==> src/rtl/ai_score_pack_pkg.sv <==
`default_nettype none
// ============================================================================
//  Module      : ai_score_pack_pkg
//  Description : Shared constants, FSM encoding and score packing layout for
//                ai_score_pack and the downstream decision comparator.
//  Revision    : 1.0 - initial release
// ============================================================================
package ai_score_pack_pkg;

    localparam int NCLASS       = 8;
    localparam int DIST_W       = 24;
    localparam int SCORE_W      = 8;
    localparam int CLS_PER_WORD = 4;

    localparam logic [23:0] DIST_NONE = 24'hFFFFFF;

    typedef enum logic [1:0] {
        ST_ACCUM   = 2'd0,
        ST_CONVERT = 2'd1,
        ST_PUBLISH = 2'd2
    } state_e;

    // Lowest class of a word sits in the top byte, the highest in the bottom byte.
    function automatic int score_lsb(input int cls);
        return (CLS_PER_WORD - 1 - (cls % CLS_PER_WORD)) * SCORE_W;
    endfunction

endpackage
`default_nettype wire

==> src/rtl/ai_dist_to_score.sv <==
`default_nettype none
// ============================================================================
//  Module      : ai_dist_to_score
//  Description : Combinational distance-to-similarity conversion:
//                shift right, saturate to zero, invert.
//  Revision    : 1.0 - initial release
// ============================================================================
module ai_dist_to_score #(
    parameter int DIST_W  = 24,
    parameter int SHIFT   = 8,
    parameter int SCORE_W = 8
) (
    input  logic [DIST_W-1:0]  dist_i,
    output logic [SCORE_W-1:0] score_o
);

    logic [DIST_W-1:0] shifted_w;
    logic              sat_w;

    assign shifted_w = dist_i >> SHIFT;

    // Any bit above the score width means q exceeds the score range.
    assign sat_w = |shifted_w[DIST_W-1:SCORE_W];

    // For an all-ones maximum, max - q equals the bitwise inverse of q.
    assign score_o = sat_w ? '0 : ~shifted_w[SCORE_W-1:0];

endmodule
`default_nettype wire

==> src/rtl/ai_score_pack.sv <==
`default_nettype none
// ============================================================================
//  Module      : ai_score_pack
//  Description : Tracks per-class and global minimum distances over a frame,
//                converts them to 8-bit scores and publishes two packed words.
//  Revision    : 1.0 - initial release
// ============================================================================
module ai_score_pack #(
    parameter int NCLASS = 8,
    parameter int DIST_W = 24,
    parameter int SHIFT  = 8
) (
    input  logic              clk,
    input  logic              rst,
    input  logic              init,
    input  logic              dist_valid,
    input  logic [2:0]        dist_class,
    input  logic [DIST_W-1:0] dist_value,
    input  logic              frame_done,
    output logic              busy,
    output logic              drop_err,
    output logic [DIST_W-1:0] min,
    output logic [31:0]       reg1,
    output logic [31:0]       reg2,
    output logic              score_rdy
);

    import ai_score_pack_pkg::*;

    state_e              state_q;
    logic [2:0]          cnt_q;
    logic [DIST_W-1:0]   cls_min_q [NCLASS];
    logic [DIST_W-1:0]   gmin_q;
    logic [SCORE_W-1:0]  stage_q   [NCLASS];
    logic [SCORE_W-1:0]  stage_d   [NCLASS];
    logic [31:0]         reg1_q;
    logic [31:0]         reg2_q;
    logic [31:0]         reg1_d;
    logic [31:0]         reg2_d;
    logic [DIST_W-1:0]   min_q;
    logic                score_rdy_q;
    logic                busy_q;
    logic                drop_err_q;
    logic [SCORE_W-1:0]  conv_score;

    ai_dist_to_score #(
        .DIST_W  (DIST_W),
        .SHIFT   (SHIFT),
        .SCORE_W (SCORE_W)
    ) u_conv (
        .dist_i  (cls_min_q[cnt_q]),
        .score_o (conv_score)
    );

    // Staging view with the class under conversion already filled in, so the
    // last class can be published on the same edge it is converted.
    always_comb begin
        stage_d        = stage_q;
        stage_d[cnt_q] = conv_score;
    end

    for (genvar g = 0; g < CLS_PER_WORD; g++) begin : g_pack
        assign reg1_d[score_lsb(g) +: SCORE_W] = stage_d[g];
        assign reg2_d[score_lsb(g) +: SCORE_W] = stage_d[g + CLS_PER_WORD];
    end

    always_ff @(posedge clk) begin
        if (rst || init) begin
            state_q     <= ST_ACCUM;
            cnt_q       <= 3'd0;
            cls_min_q   <= '{default: DIST_NONE};
            gmin_q      <= DIST_NONE;
            stage_q     <= '{default: '0};
            reg1_q      <= 32'd0;
            reg2_q      <= 32'd0;
            min_q       <= DIST_NONE;
            score_rdy_q <= 1'b0;
            busy_q      <= 1'b0;
            drop_err_q  <= 1'b0;
        end else begin
            score_rdy_q <= 1'b0;

            if (busy_q && (dist_valid || frame_done)) begin
                drop_err_q <= 1'b1;
            end

            case (state_q)
                ST_ACCUM: begin
                    if (dist_valid) begin
                        if (dist_value < cls_min_q[dist_class]) begin
                            cls_min_q[dist_class] <= dist_value;
                        end
                        if (dist_value < gmin_q) begin
                            gmin_q <= dist_value;
                        end
                    end
                    if (frame_done) begin
                        state_q <= ST_CONVERT;
                        cnt_q   <= 3'd0;
                        busy_q  <= 1'b1;
                    end
                end

                ST_CONVERT: begin
                    stage_q <= stage_d;
                    cnt_q   <= cnt_q + 3'd1;
                    if (cnt_q == 3'd7) begin
                        state_q     <= ST_PUBLISH;
                        reg1_q      <= reg1_d;
                        reg2_q      <= reg2_d;
                        min_q       <= gmin_q;
                        score_rdy_q <= 1'b1;
                    end
                end

                ST_PUBLISH: begin
                    cls_min_q <= '{default: DIST_NONE};
                    gmin_q    <= DIST_NONE;
                    cnt_q     <= 3'd0;
                    busy_q    <= 1'b0;
                    state_q   <= ST_ACCUM;
                end

                default: begin
                    state_q <= ST_ACCUM;
                    busy_q  <= 1'b0;
                end
            endcase
        end
    end

    assign busy      = busy_q;
    assign drop_err  = drop_err_q;
    assign min       = min_q;
    assign reg1      = reg1_q;
    assign reg2      = reg2_q;
    assign score_rdy = score_rdy_q;

endmodule
`default_nettype wire

==> config.mk <==
export PLATFORM = sky130hd
export DESIGN_NAME = ai_score_pack
export DESIGN_NICKNAME = d
export VERILOG_FILES = /design/src/rtl/ai_score_pack_pkg.sv /design/src/rtl/ai_dist_to_score.sv /design/src/rtl/ai_score_pack.sv
export SDC_FILE = /design/constraint.sdc
export NUM_CORES = 1
export LEC_CHECK = 0
export BUFFER_PORTS_ARGS = -buffer_cell sky130_fd_sc_hd__buf_2
export CORE_MARGIN = 2
export CORE_UTILIZATION = 55
export CTS_CLUSTER_SIZE = 12
export DETAILED_ROUTE_END_ITERATION = 16
export PLACE_DENSITY = 0.74
export SYNTH_ARGS = -nofsm -noshare
export SYNTH_HDL_FRONTEND = slang
export SYNTH_SLANG_ARGS = --single-unit
export TNS_END_PERCENT = 5
==> constraint.sdc <==
create_clock -name clk -period 11.25 [get_ports clk]
set_clock_uncertainty 0.05 [all_clocks]
set_input_delay 1.125 -clock clk [delete_from_list [all_inputs] [get_ports clk]]
set_output_delay 1.125 -clock clk [all_outputs]
set_load 0.01 [all_outputs]
== Yosys cells after proc, flatten, opt, wreduce, memory -nomap -nowiden ==
Index checks and enable logic that the tools add are counted.
Operators by class
  $add $sub $neg: 1
  multipliers: 0
  divide/modulo/power cells: 0
  order comparisons: 6
  eq/ne operators: 8
  shift operators: 0
  muxes and demuxes: 27
  bitwise logic cells: 4
  reduce and logical (&&, ||, !) cells: 16
Operators with widths (count)
  $mux 192: 2
  $pmux 192 s2: 1
  $bwmux 192: 1
  $mux 24: 7
  $bmux 24 s3: 2
  $demux 24 s3: 1
  $bwmux 64: 1
  $lt 24x24->1: 2
  $pmux 24 s2: 1
  $demux 8 s3: 1
  $mux 8: 2
  $ne 2x2->1 const B: 5
  $pmux 3 s3: 1
  $ge 4x4->1 const B: 2
  $lt 4x1->1 const B: 2
  $not 3->4: 2
  $not 8->8: 1
  $reduce_and 2->1: 4
  $reduce_or 8->1: 1
  $reduce_and 3->1: 2
  $mux 2: 2
  $pmux 2 s2: 1
  $add 3x1->3 const B: 1
  $eq 3x3->1 const B: 1
  12 further kinds: 16
Storage, ports and cells
  flip-flop bits (word level): 376
  latch bits: 0
  bits in writable memories: 0
  bits in read-only memories: 0
  input bits: 32
  output and inout port bits: 91
  logic and storage cells: 87
  memories kept: 0

== Longest topological paths before layout ==
Gate-level depths: netlist of the first run.
  depth in word-level cells: 9
  gate-level depth with buffers: 16
  gate-level depth less buffers: 11

== Cells and area by module ==
A second synthesis of the first run with hierarchy kept.
Unflattened totals
  cells, all modules: 1886
  area total of the unflattened synthesis: 17337.9 µm²
By module, submodules not included
  ai_score_pack: times used 1, cells an instance 1874, area each 17222.8 µm²
  ai_dist_to_score: times used 1, cells an instance 12, area each 115.1 µm²

== Worst setup path after synthesis of the first run ==
Ideal clock, no wire load.
  path kind: input to register
  start point: input port dist_class[1]
  end point: register cls_min_q[51] (netlist name)
  data arrival time: 4.514 ns
  data required time: 11.062 ns
  path slack: 6.548 ns
  stages on the path: 15
  path buffers: 5
  cell sequence: clkbuf_1 > nor3_1 > clkbuf_1 > buf_1 > a22oi_1 > and3_1 > ha_1 > a211oi_1 > o211ai_1 > o221ai_1 > o2111ai_2 > or3b_2 > buf_6 > buf_8 > mux2i_1
On the way
  cells in the longest elaborated chain, start to end: 9
RTL lines
  from (decl): line ai_score_pack.sv:17  | input logic [2:0] dist_class,
  $not 3->4 (not written as such) (*): line ai_score_pack.sv:90, ai_score_pack.sv:91
  branches (longest 8 deep; another with $lt 24x24->1)
  to (signal, indexed assignment): line ai_score_pack.sv:91  | cls_min_q[dist_class] <= dist_value;
  to (decl): line ai_score_pack.sv:32  | logic [DIST_W-1:0] cls_min_q [NCLASS];
Mark *: on every way between the ends. The select of a mux whose other input is x is not followed.
A chain may end at the register's enable or synchronous reset.

== Final worst setup path of the first run ==
  start point: input port dist_class[2]
  end point: register cls_min_q[177] (netlist name)
Same word-level chain as after synthesis.

==> summary.md, run 1 <==
### Synthesis
* **post-synthesis adder-cell area fraction** 0.0349
* **cell type with the largest total area after synthesis** sky130_fd_sc_hd__dfxtp_1
* **share of cell area taken by muxes after synthesis** 0.142
* **number of distinct library cells after synthesis** 57
* **count of flip-flops with a built-in enable after synthesis** 0
* **fraction of the yosys area taken by sequential cells** 0.438
* **gate count after technology mapping** 1,852
* **share of synthesized cell area in and, or, nand and nor gates** 0.156
* **FFs w/ async S/R, synth** 0
* **most instantiated flip-flop cell in the synthesis netlist** sky130_fd_sc_hd__dfxtp_1
* **summed instance area of the synthesized netlist** 0.0172 mm²
* **number of storage elements in the synthesis netlist** 376
* **area share of the leading cell type in the synthesized netlist** 0.438
* **mean cell area of the mapped netlist** 9.29 µm²
* **cell types occupying the most area after synthesis** sky130_fd_sc_hd__dfxtp_1 (44%), sky130_fd_sc_hd__mux2i_1 (13%), sky130_fd_sc_hd__nor2_1 (6.3%)
* **largest family of logic cells by synthesized area** compound AO/OA/AOI/OAI gates
* **share of the synthesized area in compound gates (AO/OA/AOI/OAI)** 0.177
* **Net Count, Synth** 1,932
* **yosys synthesis warning count** 0
* **synthesized-area fraction occupied by xor and xnor cells** 0

### Timing
* **final critical-path share of the clock period** 0.493
* **number of hold-slack violations in the final timing report** 0
* **final period demand of the worst path** 5550 ps
* **Slew headroom** 0.139
* **Total Negative Setup Slacks** 0 ps
* **Peak Freq** 180 MHz
* **Worst-Margin Slew** 1290 ps
* **RSZ-0062 raised after global routing** no
* **total setup violations reported at the end of the flow** 0
* **tightest hold margin** 400 ps
* **Final Max Tran Viols** 0

### Placed design
* **Final Wtd Congestion** 0.932
* **number of port buffers** 122
* **post-DP HPWL** 32.2 mm
* **total cell area at the placement stage** 0.0178 mm²

### Detailed routing
* **Total Routed Length** 48.5 mm
* **Via density** 6.31
* **post-route DRC violation count** 0
* **WL/cell** 20.9 µm
* **max layer used** met4
* **vias** 14.6k
* **met2 WL** 22.6 mm
* **first-pass iteration count of the detailed router** 5
* **routed metal-1 wire length** 20.8 mm
* **DR iter-0 viols** 1,818
* **detailed-routed wire length on met3** 3.44 mm
* **DRT antenna net count** 0

### Floorplan
* **effective utilization at floorplan** 0.561
* **total core area** 0.0307 mm²
* **full die area** 0.0327 mm²
* **Placement Rows** 64
* **number of primary I/O pins** 123
* **Die Y** 181 µm
* **die width** 181 µm

### GRT
* **number of antenna violations at the first check in global routing** 0
* **Total GRT Usage** 0.288
* **maximum number of pins on one net before global-route repair** 108
* **via count of the first global-routing pass** 13.9k
* **wire length of the first global-routing pass** 76.8 mm
* **total gr overflow** 0

### Flow run
* **count of maximum capacitance violations** 0

### Worst setup path
* **worst path arrival time** 5940 ps
* **endpoint kind of the worst setup timing path** flop
* **Crit Path Class** primary input to flop
* **maximum fanout along the worst path** 24
* **Required @ worst endpoint** 11,640 ps
* **kind of start point of the critical path** primary input

### Clock tree
* **Hold-fix buffers, CTS** 0
* **TritonCTS clock tree** done
* **clock latency of the later-clocked register in the worst-skew pair** 530 ps
* **largest buffer count on any clock path** 3
* **clock transition time at the flip-flop clock pins of the worst setup and hold paths** 60 ps
* **number of clock sinks** 376
* **total of cells resized after clock tree synthesis** 0
* **deepest level of the CTS H-tree** 2
* **clock buffer count from CTS** 40
* **CTS Root Cell** sky130_fd_sc_hd__clkbuf_16
* **number of buffers inserted to repair setup after CTS** 0

### Layout
* **FF/Latch Area** 0.00753 mm²
* **fraction of final layout cells sized beyond drive strength 1** 0.126
* **relative area change from synthesis to final layout** 11.2%
* **final non-filler cell area** 0.0191 mm²
* **number of nets in the layout** 1,977
* **Layout fillers** 2,632
* **number of antenna cells inserted** 0
* **area used by multi-input combinational logic** 0.00888 mm²

### Power
* **cell area power density** 148 mW/mm²
* **Max rail drop VDD** 0.135 mV
* **Static Leakage** 8.08 nW
* **Power Total** 2.83 mW

### Outcome
* **outcome** finished, final reports clean

### Hold path
* **Hold WC Path Type** flop to flop

[per-stage QoR]
stage               setup WS (ps)  instances  utilization
floorplan                    6550       1852            -
global placement             5410       2251        0.582
detailed placement           5280       2251        0.582
CTS                          5800       2318        0.624
global route                 5540       2318        0.624
finish                       5700       2318        0.624
[where the power goes]
part	switching (mW)	internal [mW]
logic	0.124	0.0674
clock network	0.525	0.763
registers	0.00684	1.34
[area by class of cell]
| type | instances | area share |
|---|---|---|
| Clock buffer | 62 | 0.0636 |
| Multi-Input combinational cell | 1299 | 0.464 |
| Inverter | 28 | 0.00550 |
| Clock inverter | 5 | 0.00334 |
| Sequential cell | 376 | 0.394 |
| Tap cell | 396 | 0.0259 |
| Timing Repair Buffer | 152 | 0.0437 |
[per-layer routing]
layer  vias to the layer above  GRT usage
met5                         -          0
met4                         0     0.0987
met3                       122     0.0391
met2                       616      0.474
met1                      7083      0.390
li1                       6811          -
[synth_stat cells, drive strengths merged, types with 28 or more instances]
master,n
dfxtp,376
nor2,289
mux2i,227
nand2,157
clkbuf,105
a21oi,89
o211ai,64
o211a,61
nand4,53
a22oi,52
ha,48
buf,44
o21ai,33
a221oi,29
inv,28
[layout by cell type (no fill, tap or decap), types with 5 or more instances in the layout]
cell and count:
sky130_fd_sc_hd__buf_2 122, sky130_fd_sc_hd__mux2i_1 227, sky130_fd_sc_hd__a21oi_1 89, sky130_fd_sc_hd__a22o_1 25
sky130_fd_sc_hd__a22oi_1 52, sky130_fd_sc_hd__and3_1 26, sky130_fd_sc_hd__a31oi_1 5, sky130_fd_sc_hd__dfxtp_1 376
sky130_fd_sc_hd__nor4_1 9, sky130_fd_sc_hd__clkbuf_1 11, sky130_fd_sc_hd__o211a_1 61, sky130_fd_sc_hd__nor2_1 288
sky130_fd_sc_hd__o211ai_1 64, sky130_fd_sc_hd__nand3_1 25, sky130_fd_sc_hd__nor3b_2 9, sky130_fd_sc_hd__a211oi_1 5
sky130_fd_sc_hd__buf_4 30, sky130_fd_sc_hd__nand4_1 53, sky130_fd_sc_hd__nand2_1 155, sky130_fd_sc_hd__a221oi_1 29
sky130_fd_sc_hd__mux4_2 5, sky130_fd_sc_hd__clkbuf_8 9, sky130_fd_sc_hd__a21o_1 5, sky130_fd_sc_hd__clkbuf_16 42
sky130_fd_sc_hd__o21ai_0 32, sky130_fd_sc_hd__o21a_1 23, sky130_fd_sc_hd__nor3_1 7, sky130_fd_sc_hd__inv_1 28
sky130_fd_sc_hd__nor2b_1 6, sky130_fd_sc_hd__ha_1 48
[state kept, by name, summed over array words and instances, names as in the netlist]
signal,flops
score_rdy,1
reg1,32
cnt_q,3
gmin_q,24
min,24
state_q,2
cls_min_q,192
drop_err,1
reg2,32
stage_q,64
busy,1
[final timing paths]
| path | startpoint | end | slack [ps] | depth (start not counted) |
|---|---|---|---|---|
| min reg2reg | stage_q[24] | stage_q[24] | 400 | 2 |
| max | dist_class[2] | cls_min_q[177] | 5700 | 12 |
| min | stage_q[24] | stage_q[24] | 400 | 2 |
| max reg2reg | cls_min_q[13] | cls_min_q[177] | 7210 | 11 |
[critical path: stages]
cell and delay, ps:
sky130_fd_sc_hd__buf_2 240, sky130_fd_sc_hd__and3b_1 1060, sky130_fd_sc_hd__a22oi_1 220, sky130_fd_sc_hd__and3_1 230, sky130_fd_sc_hd__ha_1 300, sky130_fd_sc_hd__a211oi_1 240
sky130_fd_sc_hd__o211ai_1 140, sky130_fd_sc_hd__o221ai_1 300, sky130_fd_sc_hd__o2111ai_2 400, sky130_fd_sc_hd__nor3b_2 920, sky130_fd_sc_hd__buf_4 490, sky130_fd_sc_hd__mux2i_1 240
[cells by family (layout without fill, tap and decap cells)]
group                      count (synthesis)  in the layout
AOI/OAI and AO/OA                        410            410
muxes                                    236            236
DFF                                      376            376
adders and majority gates                 48             48
and+or+nand+nor                          605            605
buffers and inverters                    177            247
Note: power is estimated with default switching activity, not from simulation.
==> run 2: changes to the inputs <==
--- a/config.mk
+++ b/config.mk
@@ -5,6 +5,7 @@
 export SDC_FILE = /design/constraint.sdc
 export NUM_CORES = 1
 export LEC_CHECK = 0
+export ABC_AREA = 1
 export BUFFER_PORTS_ARGS = -buffer_cell sky130_fd_sc_hd__buf_2
 export CORE_MARGIN = 2
 export CORE_UTILIZATION = 55
==> constraint.sdc (replaced) <==
create_clock -name clk -period 5.5 [get_ports clk]
set_clock_uncertainty 0.05 [all_clocks]
set_input_delay 0.55 -clock clk [delete_from_list [all_inputs] [get_ports clk]]
set_output_delay 0.55 -clock clk [all_outputs]
set_load 0.01 [all_outputs]
==> run 2 against run 1 <==
Global-route usage grew 3.6 points. Via count grew 23%. Synthesized area grew 6.3%. Register-to-register slack lost 5900 ps. Clock-buffer cell count grew 1. Non-clock buffer count grew 2. Critical path depth grew 7. Sequential power grew 110%. Synthesized cell count grew 33%. Combinational power grew to 3.7 times the previous value. Routed wire length grew 20%. Critical endpoint is now cls_min_q[0]. Largest cell class unchanged.
==> summary.md, run 2 <==
### Layout
* **most common cell after layout, fill and taps aside** sky130_fd_sc_hd__nand2_1
* **number of nets in the layout** 2,533
* **number of antenna cells inserted** 0
* **flip-flop count of the largest register after layout** 192
* **final non-filler cell area** 0.0200 mm²
* **relative area change from synthesis to final layout** 9.60%
* **non-filler cells in the finished layout** 2,922
* **most frequent cells in the layout** sky130_fd_sc_hd__nand2_1 (467), sky130_fd_sc_hd__dfxtp_1 (376), sky130_fd_sc_hd__inv_1 (290), sky130_fd_sc_hd__nand3_1 (270), sky130_fd_sc_hd__nand4_1 (213)
* **fraction of final layout cells sized beyond drive strength 1** 0.110
* **Reg with most FFs** cls_min_q
* **final core utilization** 0.614
* **largest registers in the final layout** cls_min_q (192), stage_q (64)

### Synthesis
* **summed instance area of the synthesized netlist** 0.0183 mm²
* **number of distinct library cells after synthesis** 42
* **gate count after technology mapping** 2,465
* **count of flip-flops with a built-in enable after synthesis** 0
* **fraction of the yosys area taken by sequential cells** 0.412
* **area share of the leading cell type in the synthesized netlist** 0.412
* **number of storage elements in the synthesis netlist** 376
* **Net Count, Synth** 2,545
* **mean cell area of the mapped netlist** 7.42 µm²
* **most common library cells after synthesis** sky130_fd_sc_hd__nand2_1 (468), sky130_fd_sc_hd__dfxtp_1 (376), sky130_fd_sc_hd__inv_1 (292), sky130_fd_sc_hd__nand3_1 (270), sky130_fd_sc_hd__nand4_1 (213)
* **yosys synthesis warning count** 0
* **FFs w/ async S/R, synth** 0
* **most instantiated flip-flop cell in the synthesis netlist** sky130_fd_sc_hd__dfxtp_1
* **most frequent cell after synthesis** sky130_fd_sc_hd__nand2_1
* **cell type with the largest total area after synthesis** sky130_fd_sc_hd__dfxtp_1
* **cell types occupying the most area after synthesis** sky130_fd_sc_hd__dfxtp_1 (41%), sky130_fd_sc_hd__nand2_1 (9.6%), sky130_fd_sc_hd__nand3_1 (7.4%)

### Timing
* **Total Negative Setup Slacks** 0 ps
* **RSZ-0062 raised after global routing** no
* **final critical-path share of the clock period** 0.869
* **total setup violations reported at the end of the flow** 0
* **Final Max Tran Viols** 0
* **Worst-Margin Slew** 1100 ps
* **final period demand of the worst path** 4780 ps
* **Slew headroom** 0.267
* **number of hold-slack violations in the final timing report** 0
* **Peak Freq** 209 MHz

### Detailed routing
* **first-pass iteration count of the detailed router** 8
* **Total Routed Length** 58.2 mm
* **WL/cell** 19.9 µm
* **DRT antenna net count** 0
* **vias** 18.0k
* **DR iter-0 viols** 2,469
* **Via density** 6.17
* **post-route DRC violation count** 0

### Floorplan
* **die width** 186 µm
* **number of primary I/O pins** 123
* **total core area** 0.0326 mm²
* **effective utilization at floorplan** 0.561
* **Placement Rows** 66
* **full die area** 0.0347 mm²
* **Die Y** 186 µm

### Worst setup path
* **Buffers & Inverters on Critical Path** 5
* **worst-path cell with the longest stage delay** sky130_fd_sc_hd__nor4_1
* **critical path's top delay family** simple AND/OR/NAND/NOR gates
* **maximum fanout along the worst path** 88
* **Required @ worst endpoint** 5830 ps
* **Crit Path Class** primary input to flop
* **list of cells traversed by the critical path** buf_2, inv_6, nor2_1, buf_4, nand2_1, nand3_1, a221oi_1, nand4_1, inv_1, ha_1, nand4_1, nor4_1, nor4b_1, nand2_1, nand2_1, nand2_8, buf_4, nand4_1, nand3_1
* **kind of start point of the critical path** primary input
* **endpoint kind of the worst setup timing path** flop
* **worst path arrival time** 5120 ps
* **delay contributed by the slowest stage of the critical path** 630 ps

### Power
* **net load switching power** 1.67 mW
* **sequential fraction of design power** 0.448
* **cell area power density** 311 mW/mm²
* **Power Total** 6.23 mW
* **Switching Fraction** 0.267
* **Max rail drop VDD** 0.208 mV
* **share of power burned in combinational logic** 0.113
* **relative contribution of the clock network to total power** 0.438
* **design internal power** 4.56 mW
* **Static Leakage** 10.1 nW

### Placed design
* **number of placed instances, taps included** 2,852
* **number of port buffers** 122
* **Final Wtd Congestion** 0.941
* **post-DP HPWL** 36.7 mm
* **total cell area at the placement stage** 0.0187 mm²

### Clock tree
* **TritonCTS clock tree** done
* **total of cells resized after clock tree synthesis** 0
* **clock transition time at the flip-flop clock pins of the worst setup and hold paths** 60 ps
* **CTS Root Cell** sky130_fd_sc_hd__clkbuf_16
* **clock latency of the later-clocked register in the worst-skew pair** 540 ps
* **number of buffers inserted to repair setup after CTS** 0
* **largest buffer count on any clock path** 3
* **clock buffer count from CTS** 41
* **deepest level of the CTS H-tree** 2
* **Hold-fix buffers, CTS** 0
* **number of clock sinks** 376

### GRT
* **wire length of the first global-routing pass** 91.6 mm
* **via count of the first global-routing pass** 16.5k
* **maximum number of pins on one net before global-route repair** 173
* **Total GRT Usage** 0.325
* **number of antenna violations at the first check in global routing** 0
* **total gr overflow** 0

### Outcome
* **outcome** finished, final reports clean

### Flow run
* **count of maximum capacitance violations** 0

### Hold path
* **Hold WC Path Type** primary input to flop

-- run 2: changes by cell type after synthesis, moves of 26 or more --
cell                       before  now
sky130_fd_sc_hd__mux2i_1      227    0
sky130_fd_sc_hd__inv_1         28  292
sky130_fd_sc_hd__buf_2         12   38
sky130_fd_sc_hd__o21ai_1        0   28
sky130_fd_sc_hd__nand3_1       25  270
sky130_fd_sc_hd__nor2_1       289   58
sky130_fd_sc_hd__o211a_1       61    0
sky130_fd_sc_hd__o21ai_0       32  165
sky130_fd_sc_hd__o21bai_1       0   58
sky130_fd_sc_hd__and3_1        26    0
sky130_fd_sc_hd__nand2_1      157  468
sky130_fd_sc_hd__o211ai_1      64   26
sky130_fd_sc_hd__nand4_1       53  213
-- run 2: worst register-to-register path: cells and delay by family, from the launching register on --
kind | cells | cell delay [ps]
buffers and inverters | 2 | 670
and+or+nand+nor | 9 | 2250
adders and majority gates | 1 | 170
DFF | 1 | 330
AOI/OAI and AO/OA | 2 | 580
-- run 2: path summary, 6_finish.rpt --
check / end / slack, ps / depth (start not counted) / from
min: busy / 270 / 3 / frame_done
max: cls_min_q[0] / 720 / 19 / dist_class[0]
min reg2reg: gmin_q[17] / 410 / 2 / gmin_q[17]
max reg2reg: cls_min_q[0] / 1310 / 14 / cls_min_q[165]
-- run 2: cell families after synthesis --
logic type / Yosys count / synth area share
AND/OR/NAND/NOR: 1070 / 0.283
buffers and inverters: 506 / 0.117
AO/OA/AOI/OAI: 465 / 0.156
flip-flops: 376 / 0.412
adder cells (fa/ha/maj): 48 / 0.0328
-- run 2: layer usage --
metal  GRT usage  part of all wire  vias to the layer above
li1            -                 -                     8379
met1       0.456              0.42                     8376
met2       0.495              0.43                     1083
met3      0.0683              0.12                      188
met4       0.111             0.035                        0
met5           0                 0                        -
-- run 2: power by group through the flow --
stage          Clock [mW]  Combinational, mW  Sequential, mW
2_1_floorplan           0              0.548            2.85
3_3_place_gp            0              0.667            2.85
3_5_place_dp            0              0.680            2.85
4_1_cts              2.75              0.682            2.79
5_1_grt              2.86              0.765            2.80
6_report             2.73              0.707            2.79
-- run 2: through the flow --
step | setup slack (ps) | hold slack (ps)
floorplan | 1980 | 379
global placement | 556 | 386
detailed placement | 452 | 388
CTS | 999 | 255
global route | 580 | 294
finish | 719 | 273
-- run 2: layout make-up --
cell class / count / area, µm²
fill: 2952 / 12600
multi-input combinational: 1583 / 8650
sequential: 376 / 7530
clock buffer: 63 / 1220
inverter: 297 / 1120
timing repair buffer: 154 / 863
tap: 442 / 553
clock inverter: 7 / 104
